==> config.mk <==
export PLATFORM = sky130hd
export DESIGN_NAME = sms_sample_pulse_gen_flat
export DESIGN_NICKNAME = d
export VERILOG_FILES = /design/src/rtl/sms_sample_pulse_gen_if.sv /design/src/rtl/sms_sample_pulse_gen.sv /design/src/flat_wrapper.sv
export SDC_FILE = /design/constraint.sdc
export NUM_CORES = 1
export LEC_CHECK = 0
export ABC_AREA = 1
export BUFFER_PORTS_ARGS = -buffer_cell sky130_fd_sc_hd__buf_2
export CORE_UTILIZATION = 25
export DETAILED_ROUTE_END_ITERATION = 7
export GPL_TIMING_DRIVEN = 0
export SLEW_MARGIN = 10
export SYNTH_ARGS = -nofsm -noshare
export SYNTH_HDL_FRONTEND = slang
export SYNTH_SLANG_ARGS = --single-unit
==> constraint.sdc <==
create_clock -name x -period 1.7 [get_ports x]
set_input_delay 0.085 -clock x [delete_from_list [all_inputs] [get_ports x]]
set_output_delay 0.085 -clock x [all_outputs]
set_load 0.1 [all_outputs]
==> src/rtl/sms_sample_pulse_gen_if.sv <==
// Control/status bundle for the multi-channel sample-pulse generator.
// The master side (timing logic) drives triggers, gates, width and clear;
// the slave side (the generator) returns pulse, busy and overrun per channel.
interface sms_sample_pulse_gen_if #(
  parameter int CHANNELS = 4,
  parameter int CNT_W    = 4
);
  logic [CHANNELS-1:0] trig;
  logic [CHANNELS-1:0] gate;
  logic [CNT_W-1:0]    width;
  logic                clr;
  logic [CHANNELS-1:0] pulse;
  logic [CHANNELS-1:0] busy;
  logic [CHANNELS-1:0] overrun;

  modport master (
    output trig, gate, width, clr,
    input  pulse, busy, overrun
  );

  modport slave (
    input  trig, gate, width, clr,
    output pulse, busy, overrun
  );
endinterface

==> src/rtl/sms_sample_pulse_gen.sv <==
// Multi-channel sample-pulse one-shot. Each channel turns a gated rising
// trigger edge into a registered pulse of run-time width, optionally followed
// by a holdoff window, with optional pulse extension on retrigger and a sticky
// flag for triggers that could not be serviced.
module sms_sample_pulse_gen #(
  parameter int CHANNELS       = 4,
  parameter int CNT_W          = 4,
  parameter int HOLDOFF_CYCLES = 2,
  parameter int RETRIGGER      = 0
) (
  input  logic                 x,
  input  logic                 rst,
  sms_sample_pulse_gen_if.slave bus
);

  typedef enum logic [1:0] {
    IDLE    = 2'd0,
    ACTIVE  = 2'd1,
    HOLDOFF = 2'd2
  } state_t;

  localparam bit RETRIG_EN = (RETRIGGER != 0);
  localparam bit HOLD_EN   = (HOLDOFF_CYCLES != 0);
  localparam logic [CNT_W-1:0] HOLD_LOAD =
    HOLD_EN ? CNT_W'(HOLDOFF_CYCLES - 1) : '0;

  state_t              state_q [CHANNELS];
  state_t              state_d [CHANNELS];
  logic [CNT_W-1:0]    cnt_q   [CHANNELS];
  logic [CNT_W-1:0]    cnt_d   [CHANNELS];
  logic [CHANNELS-1:0] trig_q;
  logic [CHANNELS-1:0] qe;
  logic [CHANNELS-1:0] ov_set;
  logic [CHANNELS-1:0] pulse_q, pulse_d;
  logic [CHANNELS-1:0] busy_q,  busy_d;
  logic [CHANNELS-1:0] ov_q,    ov_d;
  logic [CNT_W-1:0]    width_load;

  // A programmed width of 0 behaves as 1, so the load value is max(width,1)-1.
  assign width_load = (bus.width == '0) ? '0 : bus.width - CNT_W'(1);

  // Qualifying event: rising trigger edge with the gate open in the same cycle.
  assign qe = bus.trig & ~trig_q & bus.gate;

  // Per-channel next-state, counter, pulse/busy and overrun-set decode.
  always_comb begin
    // NOTE: every output of this block gets a default before any branch so no
    // path leaves a value unassigned, which would otherwise infer a latch.
    ov_set  = '0;
    pulse_d = '0;
    busy_d  = '0;
    for (int c = 0; c < CHANNELS; c++) begin
      state_d[c] = state_q[c];
      cnt_d[c]   = cnt_q[c];
      case (state_q[c])
        IDLE: begin
          if (qe[c]) begin
            state_d[c] = ACTIVE;
            cnt_d[c]   = width_load;
          end
        end
        ACTIVE: begin
          if (RETRIG_EN && qe[c]) begin
            // Reload wins over expiry, even on the last pulse cycle.
            cnt_d[c] = width_load;
          end else begin
            ov_set[c] = qe[c];
            if (cnt_q[c] == '0) begin
              if (HOLD_EN) begin
                state_d[c] = HOLDOFF;
                cnt_d[c]   = HOLD_LOAD;
              end else begin
                state_d[c] = IDLE;
              end
            end else begin
              cnt_d[c] = cnt_q[c] - CNT_W'(1);
            end
          end
        end
        HOLDOFF: begin
          ov_set[c] = qe[c];
          if (cnt_q[c] == '0) begin
            state_d[c] = IDLE;
          end else begin
            cnt_d[c] = cnt_q[c] - CNT_W'(1);
          end
        end
        default: begin
          state_d[c] = IDLE;
          cnt_d[c]   = '0;
        end
      endcase
      pulse_d[c] = (state_d[c] == ACTIVE);
      busy_d[c]  = (state_d[c] != IDLE);
    end
    // A new overrun in the same cycle as a clear keeps the flag set.
    ov_d = ov_set | (ov_q & ~{CHANNELS{bus.clr}});
  end

  // State, counters, trigger history and registered outputs.
  always_ff @(posedge x or posedge rst) begin
    if (rst) begin
      for (int c = 0; c < CHANNELS; c++) begin
        state_q[c] <= IDLE;
        cnt_q[c]   <= '0;
      end
      // History resets high so a trigger already asserted at release is not an edge.
      trig_q  <= '1;
      pulse_q <= '0;
      busy_q  <= '0;
      ov_q    <= '0;
    end else begin
      // NOTE: non-blocking assignments here so every register samples the
      // pre-edge values, independent of statement order.
      for (int c = 0; c < CHANNELS; c++) begin
        state_q[c] <= state_d[c];
        cnt_q[c]   <= cnt_d[c];
      end
      trig_q  <= bus.trig;
      pulse_q <= pulse_d;
      busy_q  <= busy_d;
      ov_q    <= ov_d;
    end
  end

  assign bus.pulse   = pulse_q;
  assign bus.busy    = busy_q;
  assign bus.overrun = ov_q;

endmodule
==> src/flat_wrapper.sv <==
// flat-port wrapper written by rule: the top's interface ports become plain ports
module sms_sample_pulse_gen_flat 
#(
  parameter int CHANNELS       = 4,
  parameter int CNT_W          = 4,
  parameter int HOLDOFF_CYCLES = 2,
  parameter int RETRIGGER      = 0
)
  (x, rst, bus_trig, bus_gate, bus_width, bus_clr, bus_pulse, bus_busy, bus_overrun);
  sms_sample_pulse_gen_if #(.CHANNELS(CHANNELS), .CNT_W(CNT_W)) bus_i ();
  input  logic x;
  input  logic rst;
  input wire logic [$bits(bus_i.trig)-1:0] bus_trig;
  input wire logic [$bits(bus_i.gate)-1:0] bus_gate;
  input wire logic [$bits(bus_i.width)-1:0] bus_width;
  input wire logic [$bits(bus_i.clr)-1:0] bus_clr;
  output wire logic [$bits(bus_i.pulse)-1:0] bus_pulse;
  output wire logic [$bits(bus_i.busy)-1:0] bus_busy;
  output wire logic [$bits(bus_i.overrun)-1:0] bus_overrun;
  assign bus_i.trig = bus_trig;
  assign bus_i.gate = bus_gate;
  assign bus_i.width = bus_width;
  assign bus_i.clr = bus_clr;
  assign bus_pulse = bus_i.pulse;
  assign bus_busy = bus_i.busy;
  assign bus_overrun = bus_i.overrun;
  sms_sample_pulse_gen #(.CHANNELS(CHANNELS), .CNT_W(CNT_W), .HOLDOFF_CYCLES(HOLDOFF_CYCLES), .RETRIGGER(RETRIGGER)) u_core (.x(x), .rst(rst), .bus(bus_i));
endmodule
==> Yosys cells after proc, flatten, opt, wreduce, memory -nomap -nowiden <==
Index checks and enable logic that the tools add are counted.
{ "word_totals": {"memories": 0, "ram_bits": 0, "rom_bits": 0, "out_inout_bits": 12, "ff_bits": 40, "latch_bits": 0} }
{ "op_classes": {"n_reduce_logical": 21, "mux": 37, "bitwise": 6, "magnitude_cmp": 0, "shift": 0, "add_sub_neg": 5, "n_mul": 0, "n_div": 0, "eq_ne": 20} }
{ "ops": {"columns": ["op", "count"], "rows": [
  ["$mux 4", 13],
  ["$pmux 4 s3", 4],
  ["$mux 2", 12],
  ["$pmux 2 s3", 4],
  ["$logic_not 4->1", 5],
  ["$sub 4x1->4 const B", 5],
  ["$eq 2x1->1 const B", 8],
  ["$and 4x4->4", 3],
  ["$eq 2x2->1 const B", 4],
  ["$logic_not 2->1", 4],
  ["$ne 2x1->1 const B", 4],
  ["$ne 2x2->1 const B", 4],
  ["$not 4->4", 2],
  ["$reduce_and 2->1", 4],
  ["$reduce_bool 2->1", 4],
  ["$reduce_or 2->1", 4],
  ["$mux 1", 4],
  ["$or 4x4->4", 1]
]} }

==> Depth between registers and ports, before layout <==
Gate-level depths: netlist (run 1).
{ "logic_depth": {"depth_word": 6, "mapped_depth": 10} }

==> Worst setup path before layout (run 1) <==
No wires, ideal clock.
{ "synth_timing": {"path_type": "flip-flop to flip-flop", "from": "register u_core.state_q[6] in the netlist's numbering", "to": "register u_core.busy_q[0], in the netlist u_core.bus.busy[0]", "arrival_ps": 1159, "stages_incl_launch_ff": 9, "setup_time_ps": 124, "slack_ps": 417, "path_cell_list": "dfrtp_1 > inv_1 > ha_1 > inv_1 > nand2_1 > nand3_1 > nand2_1 > nand2_1 > o21ai_1"} }
{ "synth_via": {"elab_chain_cells": 3, "elab_cells_between_ends": 8} }
{ "synth_lines": {"columns": ["element", "line", "source"], "rows": [
  ["start, declared", "sms_sample_pulse_gen.sv:27", "state_t state_q [CHANNELS];"],
  ["start signal, assigned by index", "sms_sample_pulse_gen.sv:116", "state_q[c] <= state_d[c];"],
  ["$eq 2x2->1 (tied with other cells)", "sms_sample_pulse_gen.sv:55", "case (state_q[c])"],
  ["$pmux 2 s3 (*)", "sms_sample_pulse_gen.sv:55", null],
  ["$reduce_bool 2->1 (*)", "sms_sample_pulse_gen.sv:94", "busy_d[c] = (state_d[c] != IDLE);"],
  ["named net u_core.busy_d[0]", "sms_sample_pulse_gen.sv:35", "logic [CHANNELS-1:0] busy_q, busy_d;"],
  ["end signal, assigned", "sms_sample_pulse_gen.sv:121", "busy_q <= busy_d;"],
  ["end, declared", "sms_sample_pulse_gen.sv:35", null]
]} }
Mark *: on every way through the listed nets, which the timed path passes. The rest lies on a longest branch.
A chain may end at the register's enable or synchronous reset.

==> Final worst setup path (run 1) <==
{ "layout_timing": {"from": "register u_core.state_q[4] in the netlist's numbering", "to": "register u_core.busy_q[1], in the netlist u_core.bus.busy[1]"} }
Same word-level chain as after synthesis.

==> run metrics, run 1 <==
CP arrival=between 1.5 and 2 ns; io pins=27; CTS Buf Count=5; proportion of total power due to net switching=~54%; area fraction of the dominant cell type after synthesis=between 30% and 40%; grt total ovfl=0; DRT Pass-1 Iters=4; result of the run=finished clean; Layout Skew=around 0.0053 ns; power per standard cell area=roughly 1900 nW/µm²; worst vdd ir=~0.0007 V; ranking of synthesized cells by area=dfrtp_1, nand2_1, ha_1; vias post-DR=between 2k and 2.5k; Slew HR=about two thirds; pin count of the biggest net entering global routing=34; part of the cycle the worst path needs=between 80% and 90%; Clock Power Share=a little over a tenth; overall routed net length=roughly 5000 µm; type of the most critical hold path=primary input to flip-flop; site row count=36; syn_nets=approximately 370; portion of total power attributed to combinational logic=61.4%; Vert. Die Dim=104 µm; number of antenna violations at the first check in global routing=0; number of enable flip-flop cells after synthesis=0; half-perimeter wire length after placement=3740 µm; number of cells upsized or downsized after cts=0; gate count after technology mapping=approximately 330; setup repair after global routing missed its margin=false; critical path endpoint category=flip-flop; vias in the first global route=roughly 2.2k; antenna viol nets, final=0; drt wl/cell=slightly below 10 µm; via/cell ratio=4.11; Post-Synthesis Mean Instance Area=7.97 µm²; static leakage=between 1.5 and 2 nW; global-route wire length before repair=9660 µm; DR DRC count=0; number of design-rule violations left by the first detailed-router iteration=between 100 and 150; transition at the pin with the smallest max-transition slack=0.490 ns; clock-pin slew on the worst setup and hold paths=approximately 0.080 ns; count of state elements after synthesis=40; leading cell types by count after synthesis=nand2_1, inv_1, dfrtp_1; Worst Setup Start Kind=flip-flop; Placer Congestion=0.827; total core area=around 10000 µm²; initial standard-cell utilization of the core=about a quarter; I/O Buffers=26; count of synthesis-stage warnings from yosys=0; Crit Reg-Reg Startpoint=u_core.state_q[4]; level count of the clock H-tree=2; Final Critical Period=~1.5 ns; number of buffers added for setup after CTS=0; share of flip-flops with an asynchronous set or reset after synthesis=100%; total track usage=around 11%; Num Clock Sinks=40; Setup Crit Path Kind=flip-flop to flip-flop; area enclosed by the die boundary=about 11000 µm²; register area=about 1000 µm²; reg2reg path depth=8; post-synth cell types=24; r2r setup slk=between 0.2 and 0.25 ns; layout filler cell count=1061; hold buffers post-CTS=5; source-to-sink clock delay at the later pin of the worst-skew pair=0.29 ns; leading register cell type out of synthesis=dfrtp_1; Critical Path RT=roughly 1.9 ns; total of max-cap violations=0; combined area of the multi-input logic cells=between 1000 and 1500 µm²; CTS Buffer Depth=2; cell-internal power=between 2 and 3 mW; register area share after synthesis=38.5%; nets=about 410; hold wc startpoint=bus_gate[0]; max-slew violation total from the final report=0; CTS tree=built; layout cells sized above 1=21.0%; Synth-to-Final Area Change=17.0%; final setup violating endpoints=0; count leader, synth=nand2_1; Highest Clock Rate=between 600 and 700 MHz; hold worst-path end=u_core.bus.overrun[0]; Hold Slack=0.0723 ns; mapped cell area=2610 µm²; Psw=slightly above 3 mW; Flop pwr share=27.8%; total negative slack for setup checks=0 ns; Max Fanout on Critical Path=4; cell type contributing the most total cell area after synthesis=dfrtp_1; ant diodes=0; Die Wd=~100 µm; capture instance of the worst register-to-register path=u_core.bus.busy[1]; Final Hold Vio Count=0; worst hold path stage count=3; clock root buffer master=clkbuf_8
sequential cells by signal (all words and copies together) (netlist names):
name,cells
u_core.trig_q,4
u_core.bus.pulse,4
u_core.bus.busy,4
u_core.cnt_q,16
u_core.state_q,8
u_core.bus.overrun,4
cell families (layout without fill, tap and decap cells):
| logic type | count (synthesis) | count (layout) | share of synthesized area (%) |
|---|---|---|---|
| buf+inv | 49 | 88 | 7.04 |
| compound gates | 24 | 24 | 7.42 |
| fa+ha+maj | 23 | 23 | 11.0 |
| flops | 40 | 40 | 38.5 |
| simple gates | 188 | 188 | 34.7 |
| xor+xnor | 4 | 4 | 1.34 |
power by group through the flow:
stage	sequential (mW)	clock, mW	combinational, mW
floorplan	2.29	0	2.22
global placement	1.61	0	3.46
detailed placement	1.60	0	3.51
CTS	1.59	0.644	3.54
global route	1.64	0.688	4.01
finish	1.59	0.617	3.51
through the flow:
step	instance area, µm²	setup WS [ns]	cells	total power, mW	util [%]
after global placement	2910	0.0368	487	5.07	29.2
after detailed placement	2930	0.240	488	5.12	29.4
final	3060	0.231	500	5.71	30.7
after CTS	3060	0.221	500	5.78	30.7
after global routing	3060	0.0365	500	6.34	30.7
after floorplan	2610	0.417	328	4.51	-
how the worst max path moves through the flow:
stage | startpoint | to | slack [ns] | cells after the start
finish | u_core.state_q[4] | u_core.bus.busy[1] | 0.23 | 8
global route | u_core.state_q[2] | u_core.cnt_q[7] | 0.04 | 10
CTS | u_core.state_q[4] | u_core.bus.busy[1] | 0.22 | 8
detailed placement | u_core.state_q[4] | u_core.bus.busy[1] | 0.24 | 8
global placement | rst | u_core.bus.pulse[2] | 0.04 | 2
floorplan | u_core.state_q[6] | u_core.bus.busy[0] | 0.42 | 8
cell type report:
class	instances	area share [%]
timing repair buffer	32	6.55
inverter	49	6.01
tap	133	5.44
sequential	40	32.9
multi-input combinational	239	46.6
clock inverter	1	0.164
clock buffer	6	2.37
metal layers:
layer	up-vias	share of wire, %	track usage [%]
met5	-	0	0
met4	0	1.2	3.78
met3	8	4.9	2.13
met2	39	44	17.6
met1	921	50	13.9
li1	1086	-	-
placed cells by master (no fill, tap or decap), types with 2 or more instances in the layout:
cell and instances:
nand2_2 8, nand3_1 19, nand3b_1 4, dlygate4sd3_1 5, clkbuf_8 5, inv_1 47
nor2_4 6, nor2_2 10, o21ai_2 3, ha_1 23, o22ai_1 4, xor2_1 4
o21ai_1 3, o21ai_0 5, a21oi_1 2, dfstp_2 4, dfrtp_1 36, nand3b_4 4
nand2_1 129, nor2_1 7, o21ai_4 4, buf_2 26, inv_2 2
critical path: stages (launching register included):
cell	delay (ns)
dfrtp_1	0.41
inv_1	0.10
ha_1	0.23
inv_1	0.15
nand2_1	0.13
nand3_1	0.10
nand2_1	0.05
nand2_1	0.10
o21ai_1	0.08
Power figures use the tool's default switching activity.
==> run 2: changes to the inputs <==
- CTS_BUF_LIST: default -> sky130_fd_sc_hd__clkbuf_8
- SETUP_SLACK_MARGIN: default -> 0.3
==> run metrics, run 2 (synthesis results as in run 1) <==
Num Clock Sinks=40; Vert. Die Dim=104 µm; Final Hold Vio Count=0; layout cells sized above 1=a little over a third; Critical Path RT=1.89 ns; CTS tree=built; clock-pin slew on the worst setup and hold paths=about 0.080 ns; transition at the pin with the smallest max-transition slack=between 0.4 and 0.5 ns; drt wl/cell=around 11 µm; result of the run=finished clean; vias in the first global route=around 2.3k; global-route wire length before repair=approximately 10000 µm; vias post-DR=between 2k and 2.5k; worst hold path stage count=3; nets=421; Highest Clock Rate=between 700 and 800 MHz; total of max-cap violations=0; Setup Crit Path Kind=flip-flop to flip-flop; level count of the clock H-tree=2; Flop pwr share=between 20% and 30%; max-slew violation total from the final report=0; Die Wd=about 100 µm; setup repair after global routing missed its margin=true; area enclosed by the die boundary=about 11000 µm²; most frequent cells in the layout=nand2_1, dfrtp_1, inv_1, buf_2, inv_2; total track usage=between 10% and 20%; type of the most critical hold path=primary input to flip-flop; ant diodes=0; Hold Slack=between 0.07 and 0.08 ns; Max Fanout on Critical Path=4; static leakage=~1.8 nW; Slew HR=between 60% and 70%; via/cell ratio=about 4.2; source-to-sink clock delay at the later pin of the worst-skew pair=about 0.30 ns; portion of total power attributed to combinational logic=65.7%; Final Critical Period=1.33 ns; number of flip-flops in the largest register=16; proportion of total power due to net switching=52.4%; DRT Pass-1 Iters=4; total negative slack for setup checks=0 ns; DR DRC count=0; commonest non-fill, non-tap cell in the layout=nand2_1; worst vdd ir=roughly 0.00076 V; grt total ovfl=0; critical path endpoint category=flip-flop; Worst Setup Start Kind=flip-flop; Clock Power Share=under 10%; number of antenna violations at the first check in global routing=0; CTS Buf Count=5; Placer Congestion=just over 0.8; cell-internal power=3.08 mW; part of the cycle the worst path needs=78.2%; number of design-rule violations left by the first detailed-router iteration=83; io pins=27; Biggest register=u_core.cnt_q; reg2reg path depth=7; antenna viol nets, final=0; total core area=between 9000 and 10000 µm²; Psw=between 3 and 4 mW; I/O Buffers=26; pin count of the biggest net entering global routing=34; final setup violating endpoints=0; CTS Buffer Depth=2; power per standard cell area=approximately 1900 nW/µm²; half-perimeter wire length after placement=3740 µm; Synth-to-Final Area Change=30.0%; CP arrival=between 1.5 and 2 ns; initial standard-cell utilization of the core=26.3%; overall routed net length=roughly 5600 µm; clock root buffer master=clkbuf_8; biggest regs=u_core.cnt_q: 16 flops, u_core.state_q: 8 flops; site row count=36; Layout Skew=around 0.0065 ns
run 2: changes by cell type in the layout (fill, tap and decap cells not counted), moves of 4 or more:
| cell | delta |
|---|---|
| nor2_2 | -4 |
| ha_4 | +11 |
| ha_2 | +6 |
| ha_1 | -17 |
| inv_2 | +17 |
| nand2_1 | -7 |
| inv_1 | -18 |
| buf_4 | +16 |
| nor2_4 | +4 |
| nand2_2 | +5 |
run 2: layout make-up:
type,count,area (µm²)
clock inverter,2,8.76
timing repair buffer,48,320
sequential,40,1010
multi-input combinational,239,1640
inverter,49,189
fill,1028,6560
clock buffer,5,68.8
tap,133,166
run 2: critical path, stage by stage (launching register included):
cell	delay [ns]
dfrtp_2	0.45
buf_4	0.14
buf_4	0.12
ha_2	0.20
inv_1	0.09
nand2_2	0.08
nor2_4	0.11
nor2_2	0.03
run 2: through the flow:
| step | instance area [µm²] | std cells | worst slack (ns) | util [%] | total power, mW |
|---|---|---|---|---|---|
| floorplan | 2610 | 328 | 0.417 | - | 4.51 |
| detailed placement | 2930 | 488 | 0.240 | 29.4 | 5.12 |
| CTS | 3110 | 505 | 0.278 | 31.2 | 5.86 |
| global route | 3400 | 516 | 0.275 | 34.1 | 7.12 |
| global placement | 2910 | 487 | 0.0368 | 29.2 | 5.07 |
| finish | 3400 | 516 | 0.370 | 34.1 | 6.48 |
run 2: per-layer routing:
metal	vias to the layer above	global-route usage, %	share of wire (%)
li1	1127	-	-
met1	995	13.9	48
met2	36	18.1	47
met3	8	2.13	3.0
met4	0	3.78	1.1
met5	-	0	0
run 2: what timing repair did:
item	in CTS	in global routing
buffers inserted	5	11
setup endpoints to repair	21	30
gates cloned	0	0
endpoints found under the hold margin	41	0
pin swaps	0	4
hold buffers	5	0
resized for setup	4	64
run 2: worst paths after layout:
path | slack, ns | end | start
hold reg to reg | 0.49 | u_core.cnt_q[12] | u_core.cnt_q[12]
setup / recovery | 0.37 | u_core.bus.pulse[1] | u_core.state_q[4]
setup reg to reg | 0.37 | u_core.bus.pulse[1] | u_core.state_q[4]
max in group asynchronous | 0.98 | u_core.trig_q[1] | rst
hold / removal | 0.07 | u_core.bus.overrun[0] | bus_gate[0]
min in group asynchronous | 0.23 | u_core.bus.overrun[3] | rst
run 2: power groups by stage:
stage / Combinational, mW / Sequential, mW / Clock, mW
4_1_cts: 3.65 / 1.58 / 0.639
3_3_place_gp: 3.46 / 1.61 / 0
2_1_floorplan: 2.22 / 2.29 / 0
6_report: 4.25 / 1.60 / 0.619
3_5_place_dp: 3.51 / 1.60 / 0
5_1_grt: 4.78 / 1.65 / 0.682
==> run 3: changes to the inputs <==
- clock period: 1.7 -> 1.1 ns (I/O delays scaled with it)
==> run metrics, run 3 (synthesis results as in run 1) <==
site row count=36; critical path endpoint category=flip-flop; Die Wd=104 µm; pin count of the biggest net entering global routing=between 40 and 50; Final Critical Period=between 1 and 1.5 ns; via/cell ratio=approximately 4.3; static leakage=around 2 nW; capture instance of the worst register-to-register path=u_core.bus.busy[1]; power per standard cell area=3140 nW/µm²; r2r setup slk=-0.19 ns; layout filler cell count=roughly 900; CTS Buffer Depth=2; transition at the pin with the smallest max-transition slack=approximately 0.89 ns; Highest Clock Rate=between 700 and 800 MHz; Vert. Die Dim=~100 µm; CP cell instances=inv_2 -> ha_4 -> nand2_8 -> buf_6 -> nand3_2 -> nand2_2 -> nand2_2 -> o21ai_1; Biggest register=u_core.cnt_q; Setup Crit Path Kind=flip-flop to flip-flop; register area=between 1000 and 1500 µm²; clock root buffer master=clkbuf_8; DRT Pass-1 Iters=4; worst vdd ir=between 0.001 and 0.0015 V; Flop pwr share=roughly a fifth; cell with the most instances on the worst path=nand2_2; Crit. path cell count=8; vias post-DR=2319; total negative slack for setup checks=-4.35 ns; global-route wire length before repair=approximately 11000 µm; overall routed net length=6560 µm; Synth-to-Final Area Change=64.8%; most frequent cells in the layout=nand2_1, buf_4, inv_2, nand2_2; launch point of the critical path=u_core.cnt_q[9]; CP arrival=~1.5 ns; Post-Place Setup Slack=-0.220 ns; grt total ovfl=0; Critical Path RT=between 1 and 1.5 ns; nets=approximately 450; Max Fanout on Critical Path=5; Slew HR=between 40% and 50%; ant diodes=0; Worst Setup Start Kind=flip-flop; setup repair after global routing missed its margin=true; result of the run=finished, violations left; level count of the clock H-tree=2; reg2reg path depth=8; area enclosed by the die boundary=10900 µm²; combined area of the multi-input logic cells=2000 µm²; Crit Reg-Reg Startpoint=u_core.cnt_q[9]; final setup violating endpoints=32; vias in the first global route=roughly 2.5k; type of the most critical hold path=primary input to async pin; proportion of total power due to net switching=48.1%; Finished Core Util=between 40 and 50%; part of the cycle the worst path needs=118%; count of buffering cells on the critical path with inverters included=2; worst-case setup margin in the final layout=-0.195 ns; number of flip-flops in the largest register=16; clock-pin slew on the worst setup and hold paths=about 0.090 ns; total core area=9950 µm²; source-to-sink clock delay at the later pin of the worst-skew pair=roughly 0.30 ns; DR DRC count=0; CTS Buf Count=5; Layout Skew=~0.011 ns; drt wl/cell=12.0 µm; io pins=27; Psw=around 6.5 mW; endpoint of the most critical setup path=u_core.bus.busy[1]; Clock Power Share=about a tenth; portion of total power attributed to combinational logic=a little under 70%; crit-path max cell delay=~0.43 ns; violated checks=negative hold slack, negative setup slack; Hold Slack=-0.0837 ns; total track usage=roughly an eighth; Num Clock Sinks=40; commonest non-fill, non-tap cell in the layout=nand2_1; biggest regs=u_core.cnt_q: 16 flops, u_core.state_q: 8 flops; layout cells sized above 1=between 60% and 70%; I/O Buffers=26; max-slew violation total from the final report=0; antenna viol nets, final=0; total of max-cap violations=0; hold buffers post-CTS=4; CTS tree=built; number of design-rule violations left by the first detailed-router iteration=slightly above 90; initial standard-cell utilization of the core=between 20% and 30%; Final Hold Vio Count=36; overall power after layout=roughly 14 mW; Placer Congestion=around 0.8; kind of cell adding the most delay to the critical path=flip-flops; Critical Path Slowest Stage Cell=dfrtp_1; cell-internal power=approximately 7.0 mW; half-perimeter wire length after placement=approximately 4000 µm; number of antenna violations at the first check in global routing=0
-- run 3: changes by cell type in the layout (fill, tap and decap cells not counted), moves of 8 or more --
cell     previous run  this run
dfrtp_1            35        15
nand2_2            13        21
dfrtp_2             1        18
nand2_4             3        17
buf_6               0         9
nand2_1           122        99
buf_2              26        14
nand3_1            17         7
inv_1              29        11
buf_12              1        13
buf_4              16        36
inv_4               2        10
-- run 3: worst min path at each step --
stage	from	end	slack, ns	cells after the start
3_5_place_dp	bus_trig[3]	u_core.trig_q[3]	0.19	1
6_report	rst	u_core.bus.overrun[1]	-0.08	2
2_1_floorplan	rst	u_core.bus.overrun[1]	0.03	1
3_3_place_gp	bus_trig[1]	u_core.trig_q[1]	0.19	1
4_1_cts	rst	u_core.state_q[5]	-0.04	2
5_1_grt	rst	u_core.bus.overrun[1]	-0.01	2
-- run 3: per-stage QoR --
stage / instance area, µm² / hold WS (ns) / std cells
after CTS: 3940 / -0.0422 / 525
after global placement: 3230 / 0.192 / 487
final: 4310 / -0.0837 / 545
after floorplan: 2930 / 0.0320 / 328
after global routing: 4310 / -0.0118 / 545
after detailed placement: 3230 / 0.192 / 487
-- run 3: what timing repair did --
action / 4_1_cts / 5_1_grt
endpoints found under the hold margin: 40 / 19
gates resized for setup: 90 / 67
setup buffers: 26 / 20
endpoints found under the setup margin: 48 / 48
gates cloned: 0 / 0
pin swaps: 37 / 58
-- run 3: power by group through the flow --
stage | sequential, mW | clock, mW | combinational [mW]
2_1_floorplan | 3.68 | 0 | 4.27
3_3_place_gp | 2.61 | 0 | 6.25
3_5_place_dp | 2.62 | 0 | 6.36
4_1_cts | 2.70 | 1.40 | 8.05
5_1_grt | 2.83 | 1.48 | 10.2
6_report | 2.75 | 1.37 | 9.41
-- run 3: area by class of cell --
cell class / instances / area share, %
multi-input cells: 239 / 46.4
flip-flops and latches: 40 / 24.1
repair buffers: 76 / 17.2
inverters: 49 / 5.40
well taps: 133 / 3.86
clock buffers: 7 / 2.24
clock inverters: 1 / 0.697
-- run 3: layer usage --
metal	wire length (µm)	global-route usage [%]	up-vias
met1	2800	14.0	1100
met4	117	4.18	0
met3	166	2.69	10
met2	3480	23.0	26
li1	-	-	1183
met5	0	0	-
